### config.mk
export PLATFORM = sky130hd
export DESIGN_NAME = muldiv_hilo_unit
export DESIGN_NICKNAME = d
export VERILOG_FILES = /design/src/rtl/muldiv_hilo_unit.sv
export SDC_FILE = /design/constraint.sdc
export NUM_CORES = 1
export LEC_CHECK = 0
export CELL_PAD_IN_SITES_DETAIL_PLACEMENT = 1
export CELL_PAD_IN_SITES_GLOBAL_PLACEMENT = 2
export CORE_MARGIN = 2
export CORE_UTILIZATION = 33
export CTS_CLUSTER_SIZE = 16
export DETAILED_ROUTE_END_ITERATION = 6
export PLACE_DENSITY_LB_ADDON = 0.1
export SLEW_MARGIN = 10
export SYNTH_ARGS = -nofsm -noshare
export SYNTH_HDL_FRONTEND = slang
export SYNTH_SLANG_ARGS = --single-unit
### constraint.sdc
create_clock -name clk -period 4.1 [get_ports clk]
set_input_delay 0.41 -clock clk [delete_from_list [all_inputs] [get_ports clk]]
set_output_delay 0.41 -clock clk [all_outputs]
set_load 0.02 [all_outputs]
### src/rtl/muldiv_hilo_unit.sv
// Iterative multiply/divide unit with HI/LO registers (shift-add multiply, restoring divide).
// Define MULDIV_SIGNED_EN to make MULT/DIV signed; otherwise they behave as MULTU/DIVU.
module muldiv_hilo_unit #(
   parameter int WIDTH = 32
) (
   input  logic             clk,
   input  logic             rst,
   input  logic             start,
   input  logic [2:0]       op,
   input  logic [WIDTH-1:0] a,
   input  logic [WIDTH-1:0] b,
   input  logic             hilo_sel,
   output logic [WIDTH-1:0] rd_data,
   output logic [WIDTH-1:0] hi,
   output logic [WIDTH-1:0] lo,
   output logic             busy,
   output logic             done,
   output logic             div_by_zero
);

   localparam int CW = $clog2(WIDTH);

   typedef enum logic [1:0] {S_IDLE, S_RUN, S_DONE} state_t;

   state_t               state_reg, state_next;
   logic [CW-1:0]        counter_reg;
   logic [2*WIDTH-1:0]   acc_reg;
   logic [WIDTH-1:0]     opnd_reg;
   logic                 is_div_reg;
   logic [WIDTH-1:0]     hi_reg, lo_reg;
   logic                 dbz_reg;

   logic                 last_step;
   logic [WIDTH:0]       mul_sum;
   logic [WIDTH:0]       div_shift, div_diff;
   logic [2*WIDTH-1:0]   step_acc;
   logic [WIDTH-1:0]     a_mag, b_mag;
   logic [WIDTH-1:0]     hi_commit, lo_commit;

   assign last_step = (counter_reg == CW'(WIDTH - 1));

   // Multiply: acc = {partial sum, remaining multiplier bits}, shifted right each step.
   // Divide:   acc = {remainder, dividend/quotient bits}, shifted left each step.
   always_comb begin
      mul_sum   = {1'b0, acc_reg[2*WIDTH-1:WIDTH]} + (acc_reg[0] ? {1'b0, opnd_reg} : '0);
      div_shift = acc_reg[2*WIDTH-1:WIDTH-1];
      div_diff  = div_shift - {1'b0, opnd_reg};
      if (is_div_reg)
         step_acc = {(div_diff[WIDTH] ? div_shift[WIDTH-1:0] : div_diff[WIDTH-1:0]),
                     acc_reg[WIDTH-2:0], ~div_diff[WIDTH]};
      else
         step_acc = {mul_sum, acc_reg[WIDTH-1:1]};
   end

`ifdef MULDIV_SIGNED_EN
   logic               a_neg, b_neg;
   logic               neg_q_reg, neg_r_reg;
   logic [WIDTH-1:0]   a_orig_reg;
   logic [2*WIDTH-1:0] prod_fix;

   always_comb begin
      a_neg     = (op == 3'b010 || op == 3'b011) && a[WIDTH-1];
      b_neg     = (op == 3'b010 || op == 3'b011) && b[WIDTH-1];
      a_mag     = a_neg ? -a : a;
      b_mag     = b_neg ? -b : b;
      prod_fix  = neg_q_reg ? -step_acc : step_acc;
      hi_commit = prod_fix[2*WIDTH-1:WIDTH];
      lo_commit = prod_fix[WIDTH-1:0];
      if (is_div_reg) begin
         // Divide by zero keeps the raw dividend rather than a sign-fixed magnitude.
         if (dbz_reg) begin
            hi_commit = a_orig_reg;
            lo_commit = '1;
         end else begin
            hi_commit = neg_r_reg ? -step_acc[2*WIDTH-1:WIDTH] : step_acc[2*WIDTH-1:WIDTH];
            lo_commit = neg_q_reg ? -step_acc[WIDTH-1:0] : step_acc[WIDTH-1:0];
         end
      end
   end

   always_ff @(posedge clk) begin
      if (rst) begin
         neg_q_reg  <= 1'b0;
         neg_r_reg  <= 1'b0;
         a_orig_reg <= '0;
      end else if (state_reg != S_RUN && start && op[2] == 1'b0) begin
         neg_q_reg  <= a_neg ^ b_neg;
         neg_r_reg  <= a_neg;
         a_orig_reg <= a;
      end
   end
`else
   always_comb begin
      a_mag     = a;
      b_mag     = b;
      hi_commit = step_acc[2*WIDTH-1:WIDTH];
      lo_commit = step_acc[WIDTH-1:0];
   end
`endif

   always_ff @(posedge clk) begin
      if (rst) state_reg <= S_IDLE;
      else     state_reg <= state_next;
   end

   always_comb begin
      state_next = state_reg;
      case (state_reg)
         S_RUN:   if (last_step) state_next = S_DONE;
         default: state_next = (start && op[2] == 1'b0) ? S_RUN : S_IDLE;
      endcase
   end

   always_comb begin
      busy = 1'b0;
      done = 1'b0;
      case (state_reg)
         S_RUN:   busy = 1'b1;
         S_DONE:  done = 1'b1;
         default: ;
      endcase
   end

   always_ff @(posedge clk) begin
      if (rst) begin
         counter_reg <= '0;
         acc_reg     <= '0;
         opnd_reg    <= '0;
         is_div_reg  <= 1'b0;
         hi_reg      <= '0;
         lo_reg      <= '0;
         dbz_reg     <= 1'b0;
      end else if (state_reg == S_RUN) begin
         acc_reg     <= step_acc;
         counter_reg <= counter_reg + 1'b1;
         if (last_step) begin
            hi_reg <= hi_commit;
            lo_reg <= lo_commit;
         end
      end else if (start) begin
         case (op)
            3'b000, 3'b001, 3'b010, 3'b011: begin
               counter_reg <= '0;
               is_div_reg  <= op[0];
               acc_reg     <= {{WIDTH{1'b0}}, (op[0] ? a_mag : b_mag)};
               opnd_reg    <= op[0] ? b_mag : a_mag;
               dbz_reg     <= op[0] && (b == '0);
            end
            3'b100:  hi_reg <= a;
            3'b101:  lo_reg <= a;
            default: ;
         endcase
      end
   end

   assign hi          = hi_reg;
   assign lo          = lo_reg;
   assign div_by_zero = dbz_reg;
   assign rd_data     = hilo_sel ? hi_reg : lo_reg;

endmodule
==> run metrics <==
f_max=256 MHz; worst hold stages=2; Floorplan Core Area=37500 um^2; number of synthesis warnings=0; Min-Delay Path Class=reg -> reg; fraction of the yosys area taken by sequential cells=0.270; hold path start=lo[5]; vias per std cell=5.68; number of inserted diodes=0; starting density of the core=0.334; main flop type after synthesis=sky130_fd_sc_hd__dfxtp_1; number of nets in the synthesized netlist=1777; filler cell count=4606; Largest register FFs=64; max cap viols=0; Skew-Pair Late Insertion Delay=0.46 ns; total track usage=0.275; routability-driven placement congestion ratio=0.874; count of placed standard cells including taps=roughly 2200; detailed-routing iteration count for the pre-antenna-repair pass=6; number of cells produced by synthesis=approximately 1600; final standard cell count with taps included and fillers excluded=2279; Final Power=4.66 mW; static leakage=5.95 nW; Total Nets Final=1894; postcts setup bufs=0; period utilization=0.951; terminus of the critical flop-to-flop path=hi[25]; number of storage elements in the synthesis netlist=169; Vias=about 13000; share of layout cells above drive strength 1=0.101; global-route wire length before repair=82.1 mm; worst slew pin tran=1.17 ns; Worst Clk Skew=0.0116 ns; Iteration-0 DRC Markers=approximately 870; max-slew violation total from the final report=0; fin crit period=3.90 ns; port buffer count=approximately 170; GRT Residual Overflow=0; count of clock tree sinks=roughly 170; hold-critical path endpoint=lo[5]; final routed DRC violation total=0; post-cts gate resize count=0; Largest stage delay, worst path=0.45 ns; final total negative setup slack=0 ns; arrival time at the worst endpoint=4.28 ns; number of enable-type register cells in the synthesized netlist=0; flop-to-flop setup slack=about 0.20 ns; number of distinct standard cells referenced by the synthesized netlist=65; largest net degree at the start of global routing=72; die footprint=roughly 39000 um^2; crit path kind=reg -> reg; critical path startpoint category=flip-flop; async set or reset register ratio after synthesis=0; crit-path max FO=6; Ports=170; required time worst endpoint=4.48 ns; result of the run=complete, no violations; clock input transition at the sequential cells of the worst setup and hold paths=0.07 ns; clk root buf=sky130_fd_sc_hd__clkbuf_16; count of hold buffers inserted by post-cts repair=0; Crit. End Element=flip-flop; area added between synthesis and finish=23.3%; count of cells along the worst register-to-register path=14; maximum level of the CTS H-tree=4; maximum resistive drop on vdd=296 uV; worst slew slack as a fraction of its limit=0.218; power density normalized to cell area=302 nW/um^2; Antenna Nets Post-Route=0; RSZ-0062 raised after global routing=false; post-synthesis average cell area=7.64 um^2; RR Startpoint=acc_reg[31]; hold violation count in the final report=0; vias in the first global route=roughly 13000; cts bufs inserted=17; number of buffers between clock root and the deepest sink=2; cell-by-cell listing of the critical path=inv_1, ha_1, inv_1, fa_1, a211o_1, a211oi_2, o31a_1, a2111oi_4, o21ai_4, xor2_1, buf_4, nor3_1, a21oi_1, a21oi_1; placement row count=71; setup violation total in the final timing report=0; DIE HEIGHT=199 um; width of the die=199 um; routed len/inst=23.7 um; number of antenna violations at the first check in global routing=0; library cell contributing the largest single delay on the critical path=sky130_fd_sc_hd__fa_1; Post-Syn Area=12500 um^2; total length of routed wires=54.1 mm; TritonCTS clock tree=yes; detailed-placement wirelength estimate=slightly above 40 mm
-- cells in the mapped netlist, drive strengths merged (5+ instances only) --
cell type / instances / area [um^2]
a2111oi: 6 / 71.3
a211o: 5 / 43.8
a211oi: 71 / 533
a21o: 30 / 225
a21oi: 187 / 936
a22oi: 5 / 37.5
a311oi: 15 / 131
a31o: 12 / 105
a31oi: 20 / 125
and2: 47 / 294
and3: 13 / 81.3
buf: 18 / 91.3
clkbuf: 107 / 402
dfxtp: 169 / 3380
ha: 66 / 826
inv: 53 / 199
mux2: 58 / 653
mux2i: 70 / 701
nand2: 171 / 642
nand2b: 6 / 37.5
nand3: 14 / 70.1
nand4: 21 / 131
nor2: 152 / 571
nor2b: 5 / 31.3
nor3: 23 / 115
nor4: 10 / 62.6
o211ai: 31 / 233
o21a: 27 / 203
o21ai: 105 / 537
o21bai: 6 / 45.0
o31ai: 5 / 37.5
or3: 13 / 81.3
xnor2: 37 / 343
xor2: 15 / 131
-- cell type report --
type	instances	area, um^2	area share
Clock inverter	14	148	0.00957
Timing Repair Buffer	222	2100	0.136
Sequential cell	169	3380	0.219
Tap cell	511	639	0.0415
Multi-Input combinational cell	1291	8520	0.552
Inverter	54	203	0.0131
Clock buffer	18	429	0.0278
-- where the power goes --
part,total [mW],leakage (nW),switching [mW],internal (mW)
clock network,1.68,0.281,0.775,0.903
registers,1.80,1.38,0.0813,1.71
logic,1.19,4.29,0.731,0.457
-- cells by family after synthesis --
family / after synthesis / synth area share
buffers and inverters: 179 / 0.0556
and+or+nand+nor: 485 / 0.175
DFF: 169 / 0.270
adders and majority gates: 68 / 0.0692
xor gates and xnor gates: 52 / 0.0379
AOI/OAI and AO/OA: 557 / 0.284
muxes: 128 / 0.108
-- routing by layer --
layer  global-route usage  share of wire
met4               0.0495          0.011
met2                0.383           0.40
met1                0.434           0.53
met3               0.0509          0.056
met5                    0              0
-- critical path, delay by kind of cell, from the launching register on --
kind,cells,cell delay [ns]
and+or+nand+nor,1,0.41
xor gates and xnor gates,1,0.20
buffers and inverters,3,0.39
AOI/OAI and AO/OA,7,1.85
DFF,1,0.32
adders and majority gates,2,0.66
-- stage by stage --
| step | hold slack [ns] | util | setup slack [ns] | instance area (um^2) |
|---|---|---|---|---|
| CTS | 0.472 | 0.410 | 0.0125 | 15400 |
| detailed placement | 0.464 | 0.395 | 0.0414 | 14800 |
| finish | 0.471 | 0.411 | 0.199 | 15400 |
| global route | 0.497 | 0.411 | 0.00243 | 15400 |
| floorplan | 0.466 | - | 0.811 | 12500 |
| global placement | 0.459 | 0.395 | 0.147 | 14800 |
-- layout by cell type, fill, tap and decap left out, types with 6 or more instances in the layout --
cell type / instances
sky130_fd_sc_hd__mux2_2: 58
sky130_fd_sc_hd__nand3_1: 14
sky130_fd_sc_hd__a21o_1: 30
sky130_fd_sc_hd__ha_1: 66
sky130_fd_sc_hd__mux2i_1: 70
sky130_fd_sc_hd__a21oi_1: 186
sky130_fd_sc_hd__nand4_1: 21
sky130_fd_sc_hd__xor2_1: 15
sky130_fd_sc_hd__o21a_1: 27
sky130_fd_sc_hd__a211oi_1: 67
sky130_fd_sc_hd__a31o_2: 12
sky130_fd_sc_hd__buf_4: 53
sky130_fd_sc_hd__and2_1: 47
sky130_fd_sc_hd__clkdlybuf4s50_1: 166
sky130_fd_sc_hd__dfxtp_1: 168
sky130_fd_sc_hd__clkbuf_16: 17
sky130_fd_sc_hd__xnor2_1: 36
sky130_fd_sc_hd__a31oi_1: 20
sky130_fd_sc_hd__or3_1: 13
sky130_fd_sc_hd__inv_1: 52
sky130_fd_sc_hd__o211ai_1: 31
sky130_fd_sc_hd__nor3_1: 23
sky130_fd_sc_hd__a311oi_1: 14
sky130_fd_sc_hd__o21ai_0: 102
sky130_fd_sc_hd__nand2_1: 171
sky130_fd_sc_hd__nor4_1: 10
sky130_fd_sc_hd__o21bai_1: 6
sky130_fd_sc_hd__nor2_1: 149
sky130_fd_sc_hd__and3_1: 13
-- how the worst max path moves through the flow --
| stage | startpoint | slack [ns] | cells after the start | end |
|---|---|---|---|---|
| after floorplan | acc_reg[0] | 0.81 | 13 | hi[31] |
| after CTS | acc_reg[31] | 0.01 | 14 | acc_reg[36] |
| after detailed placement | acc_reg[31] | 0.04 | 14 | acc_reg[36] |
| after global routing | acc_reg[31] | 0.002 | 15 | acc_reg[41] |
| after global placement | acc_reg[31] | 0.15 | 14 | acc_reg[36] |
| final | acc_reg[31] | 0.20 | 14 | hi[25] |
No activity file was read; power rests on OpenSTA's default activity.
